[src/rtl/sweep_if.sv]
// Control and result bundle between a sweep sequencer and whoever drives it.
// The master starts and aborts sweeps; the slave reports status and results.
interface sweep_if;
    logic        start;
    logic        abort;
    logic        gray_mode;
    logic        busy;
    logic        done;
    logic [15:0] truth_table;
    logic [4:0]  ones_cnt;
    logic [3:0]  toggle_cnt;

    modport master (
        output start, abort, gray_mode,
        input  busy, done, truth_table, ones_cnt, toggle_cnt
    );

    modport slave (
        input  start, abort, gray_mode,
        output busy, done, truth_table, ones_cnt, toggle_cnt
    );
endinterface

[src/rtl/subckt_sweep_ctrl.sv]
// Walks all 16 input patterns of a 4-input sub-circuit in binary or Gray order,
// waits SETTLE cycles per pattern, then captures the truth table and statistics.
module subckt_sweep_ctrl #(
    parameter int unsigned SETTLE = 1
) (
    input  logic        clk,
    input  logic        rst,
    sweep_if.slave      ctrl,
    output logic [3:0]  vec_out,
    input  logic        res_in
);

    typedef enum logic [1:0] {
        IDLE   = 2'd0,
        WAIT   = 2'd1,
        SAMPLE = 2'd2,
        DONE   = 2'd3
    } state_t;

    localparam logic [3:0] SETTLE_INIT = 4'(SETTLE);

    state_t      state_reg, state_next;
    logic [3:0]  idx_reg;
    logic [3:0]  settle_reg;
    logic        gray_reg;
    logic        prev_reg;
    logic [3:0]  vec_reg;
    logic [15:0] tt_reg;
    logic [4:0]  ones_reg;
    logic [3:0]  tog_reg;

    logic        load_start;
    logic        do_sample;
    logic        do_advance;
    logic        do_abort;
    logic [3:0]  idx_inc;
    logic [3:0]  vec_next;

    assign idx_inc  = idx_reg + 4'd1;
    assign vec_next = gray_reg ? (idx_inc ^ (idx_inc >> 1)) : idx_inc;

    always_ff @(posedge clk) begin
        if (rst) begin
            state_reg <= IDLE;
        end else begin
            state_reg <= state_next;
        end
    end

    // Abort wins over everything except reset; start is only honoured in IDLE.
    always_comb begin
        state_next = state_reg;
        load_start = 1'b0;
        do_sample  = 1'b0;
        do_advance = 1'b0;
        do_abort   = 1'b0;
        case (state_reg)
            IDLE: begin
                if (ctrl.start && !ctrl.abort) begin
                    load_start = 1'b1;
                    state_next = WAIT;
                end
            end
            WAIT: begin
                if (ctrl.abort) begin
                    do_abort   = 1'b1;
                    state_next = IDLE;
                end else if (settle_reg == 4'd1) begin
                    state_next = SAMPLE;
                end
            end
            SAMPLE: begin
                if (ctrl.abort) begin
                    do_abort   = 1'b1;
                    state_next = IDLE;
                end else begin
                    do_sample = 1'b1;
                    if (idx_reg == 4'd15) begin
                        state_next = DONE;
                    end else begin
                        do_advance = 1'b1;
                        state_next = WAIT;
                    end
                end
            end
            DONE: begin
                state_next = IDLE;
            end
            default: begin
                state_next = IDLE;
            end
        endcase
    end

    always_ff @(posedge clk) begin
        if (rst) begin
            idx_reg    <= 4'd0;
            settle_reg <= 4'd0;
            gray_reg   <= 1'b0;
            prev_reg   <= 1'b0;
            vec_reg    <= 4'd0;
            ones_reg   <= 5'd0;
            tog_reg    <= 4'd0;
        end else begin
            if (load_start) begin
                gray_reg   <= ctrl.gray_mode;
                idx_reg    <= 4'd0;
                vec_reg    <= 4'd0;
                settle_reg <= SETTLE_INIT;
                ones_reg   <= 5'd0;
                tog_reg    <= 4'd0;
                prev_reg   <= 1'b0;
            end
            if (state_reg == WAIT) begin
                settle_reg <= settle_reg - 4'd1;
            end
            if (do_abort) begin
                vec_reg <= 4'd0;
            end
            if (do_sample) begin
                ones_reg <= ones_reg + {4'd0, res_in};
                prev_reg <= res_in;
                if (idx_reg != 4'd0 && res_in != prev_reg) begin
                    tog_reg <= tog_reg + 4'd1;
                end
            end
            if (do_advance) begin
                idx_reg    <= idx_inc;
                vec_reg    <= vec_next;
                settle_reg <= SETTLE_INIT;
            end
        end
    end

    // Each table bit is indexed by the pattern value, so order does not matter.
    generate
        for (genvar gi = 0; gi < 16; gi++) begin : g_tt
            always_ff @(posedge clk) begin
                if (rst || load_start) begin
                    tt_reg[gi] <= 1'b0;
                end else if (do_sample && vec_reg == 4'(gi)) begin
                    tt_reg[gi] <= res_in;
                end
            end
        end
    endgenerate

    assign vec_out          = vec_reg;
    assign ctrl.busy        = (state_reg == WAIT) || (state_reg == SAMPLE);
    assign ctrl.done        = (state_reg == DONE);
    assign ctrl.truth_table = tt_reg;
    assign ctrl.ones_cnt    = ones_reg;
    assign ctrl.toggle_cnt  = tog_reg;

endmodule

[src/flat_wrapper.sv]
// flat-port wrapper written by rule: the top's interface ports become plain ports
module subckt_sweep_ctrl_flat 
#(
    parameter int unsigned SETTLE = 1
)
  (clk, rst, vec_out, res_in, ctrl_start, ctrl_abort, ctrl_gray_mode, ctrl_busy, ctrl_done, ctrl_truth_table, ctrl_ones_cnt, ctrl_toggle_cnt);
  sweep_if ctrl_i ();
  input  logic clk;
  input  logic rst;
  output logic [3:0] vec_out;
  input  logic res_in;
  input wire logic [$bits(ctrl_i.start)-1:0] ctrl_start;
  input wire logic [$bits(ctrl_i.abort)-1:0] ctrl_abort;
  input wire logic [$bits(ctrl_i.gray_mode)-1:0] ctrl_gray_mode;
  output wire logic [$bits(ctrl_i.busy)-1:0] ctrl_busy;
  output wire logic [$bits(ctrl_i.done)-1:0] ctrl_done;
  output wire logic [$bits(ctrl_i.truth_table)-1:0] ctrl_truth_table;
  output wire logic [$bits(ctrl_i.ones_cnt)-1:0] ctrl_ones_cnt;
  output wire logic [$bits(ctrl_i.toggle_cnt)-1:0] ctrl_toggle_cnt;
  assign ctrl_i.start = ctrl_start;
  assign ctrl_i.abort = ctrl_abort;
  assign ctrl_i.gray_mode = ctrl_gray_mode;
  assign ctrl_busy = ctrl_i.busy;
  assign ctrl_done = ctrl_i.done;
  assign ctrl_truth_table = ctrl_i.truth_table;
  assign ctrl_ones_cnt = ctrl_i.ones_cnt;
  assign ctrl_toggle_cnt = ctrl_i.toggle_cnt;
  subckt_sweep_ctrl #(.SETTLE(SETTLE)) u_core (.clk(clk), .rst(rst), .ctrl(ctrl_i), .vec_out(vec_out), .res_in(res_in));
endmodule
[config.mk]
export PLATFORM = sky130hd
export DESIGN_NAME = subckt_sweep_ctrl_flat
export DESIGN_NICKNAME = d
export VERILOG_FILES = /design/src/rtl/sweep_if.sv /design/src/rtl/subckt_sweep_ctrl.sv /design/src/flat_wrapper.sv
export SDC_FILE = /design/constraint.sdc
export NUM_CORES = 1
export LEC_CHECK = 0
export ABC_AREA = 1
export CAP_MARGIN = 20
export CORE_MARGIN = 1
export CORE_UTILIZATION = 45
export DETAILED_ROUTE_END_ITERATION = 8
export DONT_BUFFER_PORTS = 1
export REMOVE_ABC_BUFFERS = 1
export SLEW_MARGIN = 40
export SYNTH_ARGS = -nofsm -noshare
export SYNTH_HDL_FRONTEND = slang
export SYNTH_SLANG_ARGS = --single-unit
[constraint.sdc]
create_clock -name clk -period 1.5 [get_ports clk]
set_input_delay 0.3 -clock clk [delete_from_list [all_inputs] [get_ports clk]]
set_output_delay 0.3 -clock clk [all_outputs]
set_load 0.05 [all_outputs]
==> metrics.md <==
| Metric | Value |
|---|---|
| Initial antenna violation count | `0` |
| Clk_lat worst skew | `0.30 ns` |
| VDD IR-drop max | `0.638 mV` |
| WP data required | `1.20 ns` |
| Mean Syn Cell Area | `7.04 um2` |
| Static Leakage | `1.06 nW` |
| Post-synth EDFFs | `0` |
| Number of global-route vias before repair | `1,751` |
| Post-synthesis sequential area ratio | `39.0%` |
| Setup TNS | `-0.0319 ns` |
| Nets | `348` |
| HPWL Detailed | `3.35 mm` |
| Wirelength, routed | `4.84 mm` |
| Syn Inst Count | `299` |
| Worst hold path type | `in2reg` |
| RSZ-0062 raised after global routing | `yes` |
| Worst Setup End Kind | `output port` |
| CTS Root Cell | `clkbuf_8` |
| # setup viols final | `1` |
| Synth Cell Area | `0.00211 mm2` |
| Cell internal pwr | `1.81 mW` |
| Dpl ws | `-0.00461 ns` |
| Startpoint types | `register` |
| Synth cell types | `29` |
| Ys Warns | `0` |
| F_max | `653 MHz` |
| Buffers on Ports | `0` |
| Flop pwr share | `46.9%` |
| PwrDens | `935 mW/mm2` |
| DIE HEIGHT | `70.4 um` |
| Post-DRT Antenna Nets | `0` |
| Clk sink count | `41` |
| Pre-antenna DRT Iters | `5` |
| Main synth FF type | `dfxtp_1` |
| Final hold violation count | `0` |
| Slowest stage delay, CP | `0.36 ns` |
| Final core occ | `59.0%` |
| Routed WL per cell | `12.6 um` |
| Core area | `0.00441 mm2` |
| Tmin final | `1.53 ns` |
| Inserted Clock Buffers | `5` |
| Fin crit share | `102%` |
| GRT Util Overall | `19.6%` |
| Failing checks | `negative setup slack` |
| Antenna diodes | `0` |
| First-pass GRT wire length | `7.78 mm` |
| Asr flop ratio synth | `0%` |
| Io pins | `37` |
| Total grt overflow | `0` |
| Fillers | `406` |
| CP Max Fanout | `3` |
| H-tree lvl count | `2` |
| Worst Tran Pin Value | `0.539 ns` |
| Status | `finished, violations left` |
| Layout cells sized above 1 | `19.9%` |
| Critical path class | `reg2out` |
| Starting density of the core | `47.7%` |
| Sw frac | `25.6%` |
| Design area | `0.00261 mm2` |
| Max-slew violation count | `0` |
| First DRT Iteration DRCs | `131` |
| Vias/cell | `5.14` |
| Slowest CP cell | `dfxtp_2` |
| Post-synthesis register bit count | `41` |
| Area delta synth->final | `23.8%` |
| Clock power frac | `38.1%` |
| Rel. slew slack | `64.0%` |
| Area of placed instances | `0.00231 mm2` |
| Die area | `0.00496 mm2` |
| Logic pwr share | `15.0%` |
| Worst-path clk slew | `0.07 ns` |
| Hold_buf cts | `0` |
| RD Place Congestion | `0.831` |
| Cells along the critical path | `inv_4 -> buf_6 -> ha_4 -> buf_8` |
| Row cnt | `24` |
| TritonCTS clock tree | `built` |
| Switching pwr | `0.623 mW` |
| Fin Hold WS | `0.0580 ns` |
| Max Cap Viol | `0` |
| Largest net degree at the start of global routing | `19` |
| Clock buffer depth | `2` |
| WP data arrival | `1.23 ns` |
| DRC | `0` |
| Max FFs per register | `16` |
| Final WS setup | `-0.0319 ns` |
| Skew final | `0.00693 ns` |
| Die X | `70.4 um` |
| Via count | `1,970` |
-- critical path, delay by kind of cell (launching register included) --
kind,cells,cell delay (ns)
DFF,1,0.36
buffers and inverters,3,0.30
adders and majority gates,1,0.28
-- metal layers --
layer | vias up | part of all wire [%] | track usage (%)
li1 | 1037 | - | -
met1 | 883 | 48 | 25.6
met2 | 42 | 46 | 30.2
met3 | 8 | 4.4 | 6.06
met4 | 0 | 1.7 | 7.56
met5 | - | 0 | 0
-- repair_timing --
item	4_1_cts	5_1_grt
resized for setup	5	27
endpoints found under the setup margin	2	35
gates cloned	0	1
setup buffers	0	6
pin swaps	0	7
-- cell usage after synthesis, drive strengths merged (2+ instances only) --
| library cell | number | area (um2) |
|---|---|---|
| nand2 | 78 | 303 |
| inv | 42 | 158 |
| dfxtp | 41 | 821 |
| a21oi | 40 | 204 |
| nand3 | 28 | 150 |
| o21ai | 20 | 100 |
| nor2 | 15 | 66.3 |
| ha | 12 | 150 |
| buf | 5 | 42.5 |
| nand4 | 4 | 25.0 |
| nor3 | 3 | 15.0 |
| clkbuf | 2 | 7.51 |
| nor4 | 2 | 12.5 |
-- layout make-up --
class	instances	area [um2]	area share, %
clock buffers	7	86.3	3.31
multi-input cells	209	1160	44.4
well taps	52	65.1	2.50
flip-flops and latches	41	828	31.8
repair buffers	31	274	10.5
inverters	42	165	6.34
clock inverters	1	30.0	1.15
-- layout by cell type (no fill, tap or decap), drive strengths merged, types with 2 or more instances in the layout --
| master | netlist | layout |
|---|---|---|
| o21ai | 20 | 20 |
| clkbuf | 2 | 8 |
| dfxtp | 41 | 41 |
| nand4 | 4 | 4 |
| nand3 | 28 | 28 |
| nand2 | 78 | 78 |
| nor4 | 2 | 2 |
| nor3 | 3 | 3 |
| inv | 42 | 42 |
| a21oi | 40 | 40 |
| buf | 5 | 30 |
| ha | 12 | 12 |
| nor2 | 15 | 15 |
-- worst paths after layout --
check	endpoint	from	cells past startpoint	slack, ns
worst min-delay path	u_core.state_reg[1]$_SDFFE_PP0P_	rst	1	0.06
worst min register to register	u_core.prev_reg$_SDFFE_PP0P_	u_core.prev_reg$_SDFFE_PP0P_	2	0.48
worst max register to register	u_core.ctrl.truth_table[9]$_SDFFE_PP0P_	u_core.state_reg[0]$_SDFFE_PP0P_	10	0.06
worst max-delay path	ctrl_busy	u_core.state_reg[0]$_SDFFE_PP0P_	4	-0.03
-- kinds of logic (layout without fill, tap and decap cells) --
logic type                 after synthesis  after routing  share of synthesized area, %
and+or+nand+nor                        132            132                          27.8
AOI/OAI and AO/OA                       64             64                          15.8
buffers and inverters                   49             81                          9.86
DFF                                     41             41                          39.0
adders and majority gates               12             12                          7.13
xor gates and xnor gates                 1              1                         0.416
-- power by group through the flow --
stage	Clock (mW)	Sequential (mW)	Combinational [mW]
final	0.928	1.14	0.367
after global routing	0.982	1.15	0.407
after CTS	0.950	1.14	0.304
after detailed placement	0	1.16	0.284
after global placement	0	1.16	0.284
after floorplan	0	1.16	0.209
-- through the flow --
| step | cells | power, mW |
|---|---|---|
| finish | 383 | 2.44 |
| global route | 383 | 2.53 |
| CTS | 376 | 2.39 |
| detailed placement | 368 | 1.45 |
| global placement | 368 | 1.45 |
| floorplan | 292 | 1.37 |
Note: power is estimated with default switching activity, not from simulation.
